$ cat config.mk
export PLATFORM = sky130hd
export DESIGN_NAME = ex_stage
export DESIGN_NICKNAME = d
export VERILOG_FILES = /design/src/rtl/ex_stage.sv
export SDC_FILE = /design/constraint.sdc
export NUM_CORES = 1
export LEC_CHECK = 0
export ABC_AREA = 1
export ABC_CLOCK_PERIOD_IN_PS = 9950
export CORE_ASPECT_RATIO = 0.75
export CORE_MARGIN = 1
export CORE_UTILIZATION = 55
export DETAILED_ROUTE_END_ITERATION = 10
export PLACE_DENSITY = 0.81
export SLEW_MARGIN = 20
export SYNTH_ARGS = -nofsm -noshare
export SYNTH_HDL_FRONTEND = slang
export SYNTH_SLANG_ARGS = --single-unit
$ cat constraint.sdc
create_clock -name clk -period 9.95 [get_ports clk]
set_clock_uncertainty 0.2 [all_clocks]
set_input_delay 1.99 -clock clk [delete_from_list [all_inputs] [get_ports clk]]
set_output_delay 1.99 -clock clk [all_outputs]
set_load 0.005 [all_outputs]
$ cat src/rtl/ex_stage.sv
// ex_stage: execute stage of the 16-bit pipeline.
//   Selects forwarded operands, computes single-cycle ALU results, runs a
//   16-step shift-add multiplier, and owns the EX/MEM pipeline register.
// Ports:
//   clk, rst               clock, synchronous active-high reset
//   *E_i                   ID/EX fields and controls of the instruction in EX
//   ForwardAE_i/BE_i       operand source select (01 WB result, 10 MEM ALU out)
//   alu_outM_fwd_i         forwarded MEM-stage ALU value
//   ResultW_i              forwarded WB-stage result
//   stall_EX_MEM_i         hold EX/MEM and multiplier state
//   flush_EX_MEM_i         bubble EX/MEM and abort any multiply
//   ex_busy_o              multiplier busy; upstream must hold
//   *M_o                   EX/MEM register outputs
module ex_stage #(
    parameter int DATA_WIDTH = 16,
    parameter int ADDR_WIDTH = 8,
    parameter int REG_WIDTH  = 4,
    parameter int OP_WIDTH   = 4,
    parameter int IMM_WIDTH  = 8
) (
    input  logic                  clk,
    input  logic                  rst,
    input  logic [ADDR_WIDTH-1:0] PCE_i,
    input  logic [DATA_WIDTH-1:0] rd1E_i,
    input  logic [DATA_WIDTH-1:0] rd2E_i,
    input  logic [IMM_WIDTH-1:0]  imm8E_i,
    input  logic [REG_WIDTH-1:0]  rsE_i,
    input  logic [REG_WIDTH-1:0]  WriteRegE_i,
    input  logic [OP_WIDTH-1:0]   AluOpE_i,
    input  logic                  AluSrcE_i,
    input  logic                  RegWriteE_i,
    input  logic                  BranchE_i,
    input  logic                  MemReadE_i,
    input  logic                  MemWriteE_i,
    input  logic                  MemToRegE_i,
    input  logic                  MovE_i,
    input  logic [1:0]            ForwardAE_i,
    input  logic [1:0]            ForwardBE_i,
    input  logic [DATA_WIDTH-1:0] alu_outM_fwd_i,
    input  logic [DATA_WIDTH-1:0] ResultW_i,
    input  logic                  stall_EX_MEM_i,
    input  logic                  flush_EX_MEM_i,
    output logic                  ex_busy_o,
    output logic [ADDR_WIDTH-1:0] PCM_o,
    output logic [DATA_WIDTH-1:0] alu_outM_o,
    output logic [DATA_WIDTH-1:0] WriteDataM_o,
    output logic [IMM_WIDTH-1:0]  imm8M_o,
    output logic [REG_WIDTH-1:0]  rsM_o,
    output logic [REG_WIDTH-1:0]  WriteRegM_o,
    output logic                  RegWriteM_o,
    output logic                  BranchM_o,
    output logic                  MemReadM_o,
    output logic                  MemWriteM_o,
    output logic                  MemToRegM_o,
    output logic                  MovM_o
);
    typedef enum logic [1:0] {IDLE, MUL, DONE} state_t;

    localparam logic [OP_WIDTH-1:0] OP_MUL = OP_WIDTH'(9);

    state_t                state;
    logic [3:0]            cnt;
    logic [DATA_WIDTH-1:0] a_reg, b_reg, acc;
    logic [DATA_WIDTH-1:0] a, b_fwd, b, imm_ext, alu_res, pp;
    logic [3:0]            shamt;
    logic                  is_mul;

    assign imm_ext = {{(DATA_WIDTH-IMM_WIDTH){imm8E_i[IMM_WIDTH-1]}}, imm8E_i};

    always_comb begin
        a     = ForwardAE_i == 2'b01 ? ResultW_i : ForwardAE_i == 2'b10 ? alu_outM_fwd_i : rd1E_i;
        b_fwd = ForwardBE_i == 2'b01 ? ResultW_i : ForwardBE_i == 2'b10 ? alu_outM_fwd_i : rd2E_i;
        b     = AluSrcE_i ? imm_ext : b_fwd;
        shamt = b[3:0];
    end

    always_comb begin
        alu_res = '0;
        case (AluOpE_i)
            4'd0:    alu_res = a + b;
            4'd1:    alu_res = a - b;
            4'd2:    alu_res = a & b;
            4'd3:    alu_res = a | b;
            4'd4:    alu_res = a ^ b;
            4'd5:    alu_res = a << shamt;
            4'd6:    alu_res = a >> shamt;
            4'd7:    alu_res = DATA_WIDTH'($signed(a) >>> shamt);
            4'd8:    alu_res = {{(DATA_WIDTH-1){1'b0}}, $signed(a) < $signed(b)};
            4'd10:   alu_res = b;
            default: alu_res = '0;
        endcase
    end

    // One partial product per cycle: bit cnt of B selects A shifted by cnt.
    assign pp        = b_reg[cnt] ? a_reg << cnt : '0;
    assign is_mul    = AluOpE_i == OP_MUL;
    assign ex_busy_o = (state == IDLE && is_mul) || state == MUL;

    always_ff @(posedge clk) begin
        if (rst || flush_EX_MEM_i) begin
            state        <= IDLE;
            cnt          <= '0;
            acc          <= '0;
            PCM_o        <= '0;
            alu_outM_o   <= '0;
            WriteDataM_o <= '0;
            imm8M_o      <= '0;
            rsM_o        <= '0;
            WriteRegM_o  <= '0;
            RegWriteM_o  <= 1'b0;
            BranchM_o    <= 1'b0;
            MemReadM_o   <= 1'b0;
            MemWriteM_o  <= 1'b0;
            MemToRegM_o  <= 1'b0;
            MovM_o       <= 1'b0;
            if (rst) begin
                a_reg <= '0;
                b_reg <= '0;
            end
        end else if (!stall_EX_MEM_i) begin
            case (state)
                IDLE: if (is_mul) begin
                    a_reg <= a;
                    b_reg <= b;
                    acc   <= '0;
                    cnt   <= '0;
                    state <= MUL;
                end
                MUL: begin
                    acc   <= acc + pp;
                    cnt   <= cnt + 4'd1;
                    state <= cnt == 4'd15 ? DONE : MUL;
                end
                default: state <= IDLE;
            endcase
            // Busy cycles push bubbles; otherwise capture the EX instruction.
            PCM_o        <= ex_busy_o ? '0 : PCE_i;
            alu_outM_o   <= ex_busy_o ? '0 : state == DONE ? acc : alu_res;
            WriteDataM_o <= ex_busy_o ? '0 : b_fwd;
            imm8M_o      <= ex_busy_o ? '0 : imm8E_i;
            rsM_o        <= ex_busy_o ? '0 : rsE_i;
            WriteRegM_o  <= ex_busy_o ? '0 : WriteRegE_i;
            RegWriteM_o  <= !ex_busy_o && RegWriteE_i;
            BranchM_o    <= !ex_busy_o && BranchE_i;
            MemReadM_o   <= !ex_busy_o && MemReadE_i;
            MemWriteM_o  <= !ex_busy_o && MemWriteE_i;
            MemToRegM_o  <= !ex_busy_o && MemToRegE_i;
            MovM_o       <= !ex_busy_o && MovE_i;
        end
    end
endmodule

==> results.json <==
{
  "io_pins": 170,
  "synth_top_area_share_pct": 17.25,
  "fin_crit_sh_pct": 65.09,
  "utilization_pct": 68.07,
  "cp_data_required_time_ns": 7.76,
  "finalSetupViolCount": 0,
  "grt_pass1_vias": 11720,
  "power_w": 0.001697,
  "post-synth-top-area-cell": "nand2_1",
  "crit_path_end_kind": "output port",
  "dp_hpwl_um": 32800,
  "dp.cells": 2118,
  "drc": 0,
  "synth_edf_count": 32,
  "syn-num-nets": 1943,
  "htreeDepth": 4,
  "synth_area_leaders": "nand2_1 (17%), dfxtp_1 (15%), nand3_1 (9.5%)",
  "maxCapViolCount": 0,
  "clk_path_buf_depth": 2,
  "viasPerCell": 6.187,
  "die_area_um2": 20320,
  "cts_tree": "done",
  "multiInputGateArea_um2": 7142,
  "grt_pass1_wl_um": 64400,
  "fin_nets": 2061,
  "path_buf_inv": 4,
  "clockRootBuffer": "clkbuf_16",
  "slowest_stage": "clkdlybuf4s50_1",
  "chipHeight_um": 123.7,
  "maxSlewViolCount": 0,
  "fmax_mhz": 154.4,
  "drtIter0Drc": 2199,
  "path_clk_slew_ns": 0.06,
  "regToRegStartpoint": "cnt[2]",
  "place.gp.congestion": 1.048,
  "cts_resized": 0,
  "status": "finished clean",
  "maxSlewHeadroom_pct": 17.77,
  "vias": 13310,
  "yosys-top-cells-count": "nand2_1 (499), nand3_1 (206), nor2_1 (175)",
  "critical-path-max-stage-delay_ns": 0.60,
  "critical_path.top_delay_family": "buffers and inverters",
  "wl_per_cell_um": 20.26,
  "ctsHoldBuffers": 0,
  "path_max_fanout": 5,
  "die_w_um": 164.3,
  "r2r_end": "acc[15]",
  "worst_pin_slew_ns": 1.232,
  "crit_type": "in -> out",
  "r2r_cells": 18,
  "antenna_found_initial": 0,
  "synth_cell_type_count": 58,
  "path_cells": "clkdlybuf4s50_1, inv_1, nor2_1, inv_1, nor2_1, nand3_1, nand2_1, clkdlybuf4s50_1",
  "cp.depth": 8,
  "drtAntennaViolNets": 0,
  "seqCellArea_um2": 2643,
  "ys_seq_area_share_pct": 24.33,
  "syn_area_um2": 10860,
  "ys_ff_latch": 116,
  "ys.flop_type": "dfxtp_1",
  "numPortBuffers": 169,
  "leakagePower_nw": 6.053,
  "rows": 44,
  "startpoint": "AluOpE_i[0]",
  "track_usage_pct": 41.78,
  "wl_um": 43590,
  "r2r_slack_ns": 5.13,
  "rsz0062_at_grt": "false",
  "fin_cells": 2151,
  "p_per_area_nw_per_um2": 129.0,
  "syn_inst": 1766,
  "area_growth_pct": 21.13,
  "gr-total-overflow": 0,
  "cts_setup_buffers": 0,
  "grt_max_degree": 88,
  "ir_worst_vdd_v": 0.0001063,
  "startpoint_type": "primary input",
  "coreArea_um2": 19320,
  "yosysWarnings": 0,
  "num-fill-cells": 1718,
  "drt_pass1_iterations": 6,
  "drive_gt1_share_pct": 6.589,
  "clock-sinks": 116,
  "synthArstFlopShare_pct": 0,
  "clkLatencyLatePin_ns": 0.42,
  "cp-endpoint": "ex_busy_o",
  "holdWs_ns": 0.2634,
  "cts_buffers": 17,
  "hold_class": "reg -> reg",
  "initial_core_util_pct": 56.20,
  "synth.avg_cell_area_um2": 6.149,
  "whs_path_depth": 2,
  "synth_most_common_cell": "nand2_1",
  "worstPathArrival_ns": 4.29,
  "fin_tns_setup_ns": 0,
  "hold_viol": 0,
  "fin_crit_ns": 6.477
}
## per-stage QoR
stage | setup WS (ns) | cell area [um^2]
6_report | 3.473 | 13150
5_1_grt | 3.397 | 13150
4_1_cts | 3.554 | 13150
3_5_place_dp | 3.450 | 12570
3_3_place_gp | 3.298 | 12570
2_1_floorplan | 4.474 | 10860
## worst min path at each step
| stage | start | to | slack, ns |
|---|---|---|---|
| floorplan | acc[0] | acc[0] | 0.26 |
| global placement | alu_outM_o[1] | alu_outM_o[1] | 0.25 |
| detailed placement | rsM_o[2] | rsM_o[2] | 0.26 |
| CTS | WriteRegM_o[2] | WriteRegM_o[2] | 0.27 |
| global route | WriteRegM_o[2] | WriteRegM_o[2] | 0.28 |
| finish | WriteRegM_o[2] | WriteRegM_o[2] | 0.26 |
## worst register-to-register path, cell delays in order (launching register included)
cell and delay (ns):
dfxtp_1 0.60, clkinv_1 0.69, o211ai_1 0.43, nand3_1 0.35
nand3_1 0.37, o311ai_0 0.21, inv_1 0.13, ha_1 0.30
nand2_1 0.11, nor2_1 0.05, a211oi_1 0.18, nand3_1 0.17
nand3_1 0.11, nand2_1 0.14, a21oi_1 0.23, inv_1 0.10
or2_0 0.21, nand3_1 0.07, a21oi_1 0.06
## logic make-up after synthesis
kind of cell / after synthesis / synth area share [%]
xor gates and xnor gates: 2 / 0.1613
adders and majority gates: 70 / 8.273
DFF: 116 / 24.33
and+or+nand+nor: 974 / 39.15
muxes: 4 / 0.3687
AOI/OAI and AO/OA: 335 / 17.66
buffers and inverters: 265 / 10.05
## cell type report
type                            count  area share, %
Clock buffer                       20          3.719
Clock inverter                     12         0.7039
Sequential cell                   116          20.09
Antenna cell                        1        0.01902
Tap cell                          253          2.407
Multi-Input combinational cell   1385          54.29
Inverter                          182          5.203
Timing Repair Buffer              182          13.56
## per-layer routing
layer | share of wire [%] | up-vias | GRT usage [%]
met5 | 0 | - | 0
met3 | 13 | 168 | 11.16
met1 | 41 | 5999 | 57.06
met2 | 41 | 1049 | 61.58
met4 | 4.3 | 0 | 18.23
li1 | - | 6093 | -
## report_power, final
group	leakage, nW	internal, W	switching, W
clock	0.276	0.000357	0.000241
combinational	4.76	0.000192	0.000396
sequential	1.02	0.000503	0.00000827
## placed cells by master, fill, tap and decap left out, drive strengths merged, types with 5 or more instances in the layout
master / n
nand2: 518
nand3: 213
nor2: 184
inv: 181
clkdlybuf4s50: 168
a21oi: 153
o21ai: 96
dfxtp: 84
ha: 67
edfxtp: 32
clkbuf: 20
o211ai: 19
or2: 19
nand4: 17
o22ai: 14
buf: 14
a22oi: 10
nor3: 10
a21boi: 10
clkinv: 9
a221oi: 6
nor4: 5
Note: power is estimated with default switching activity, not from simulation.
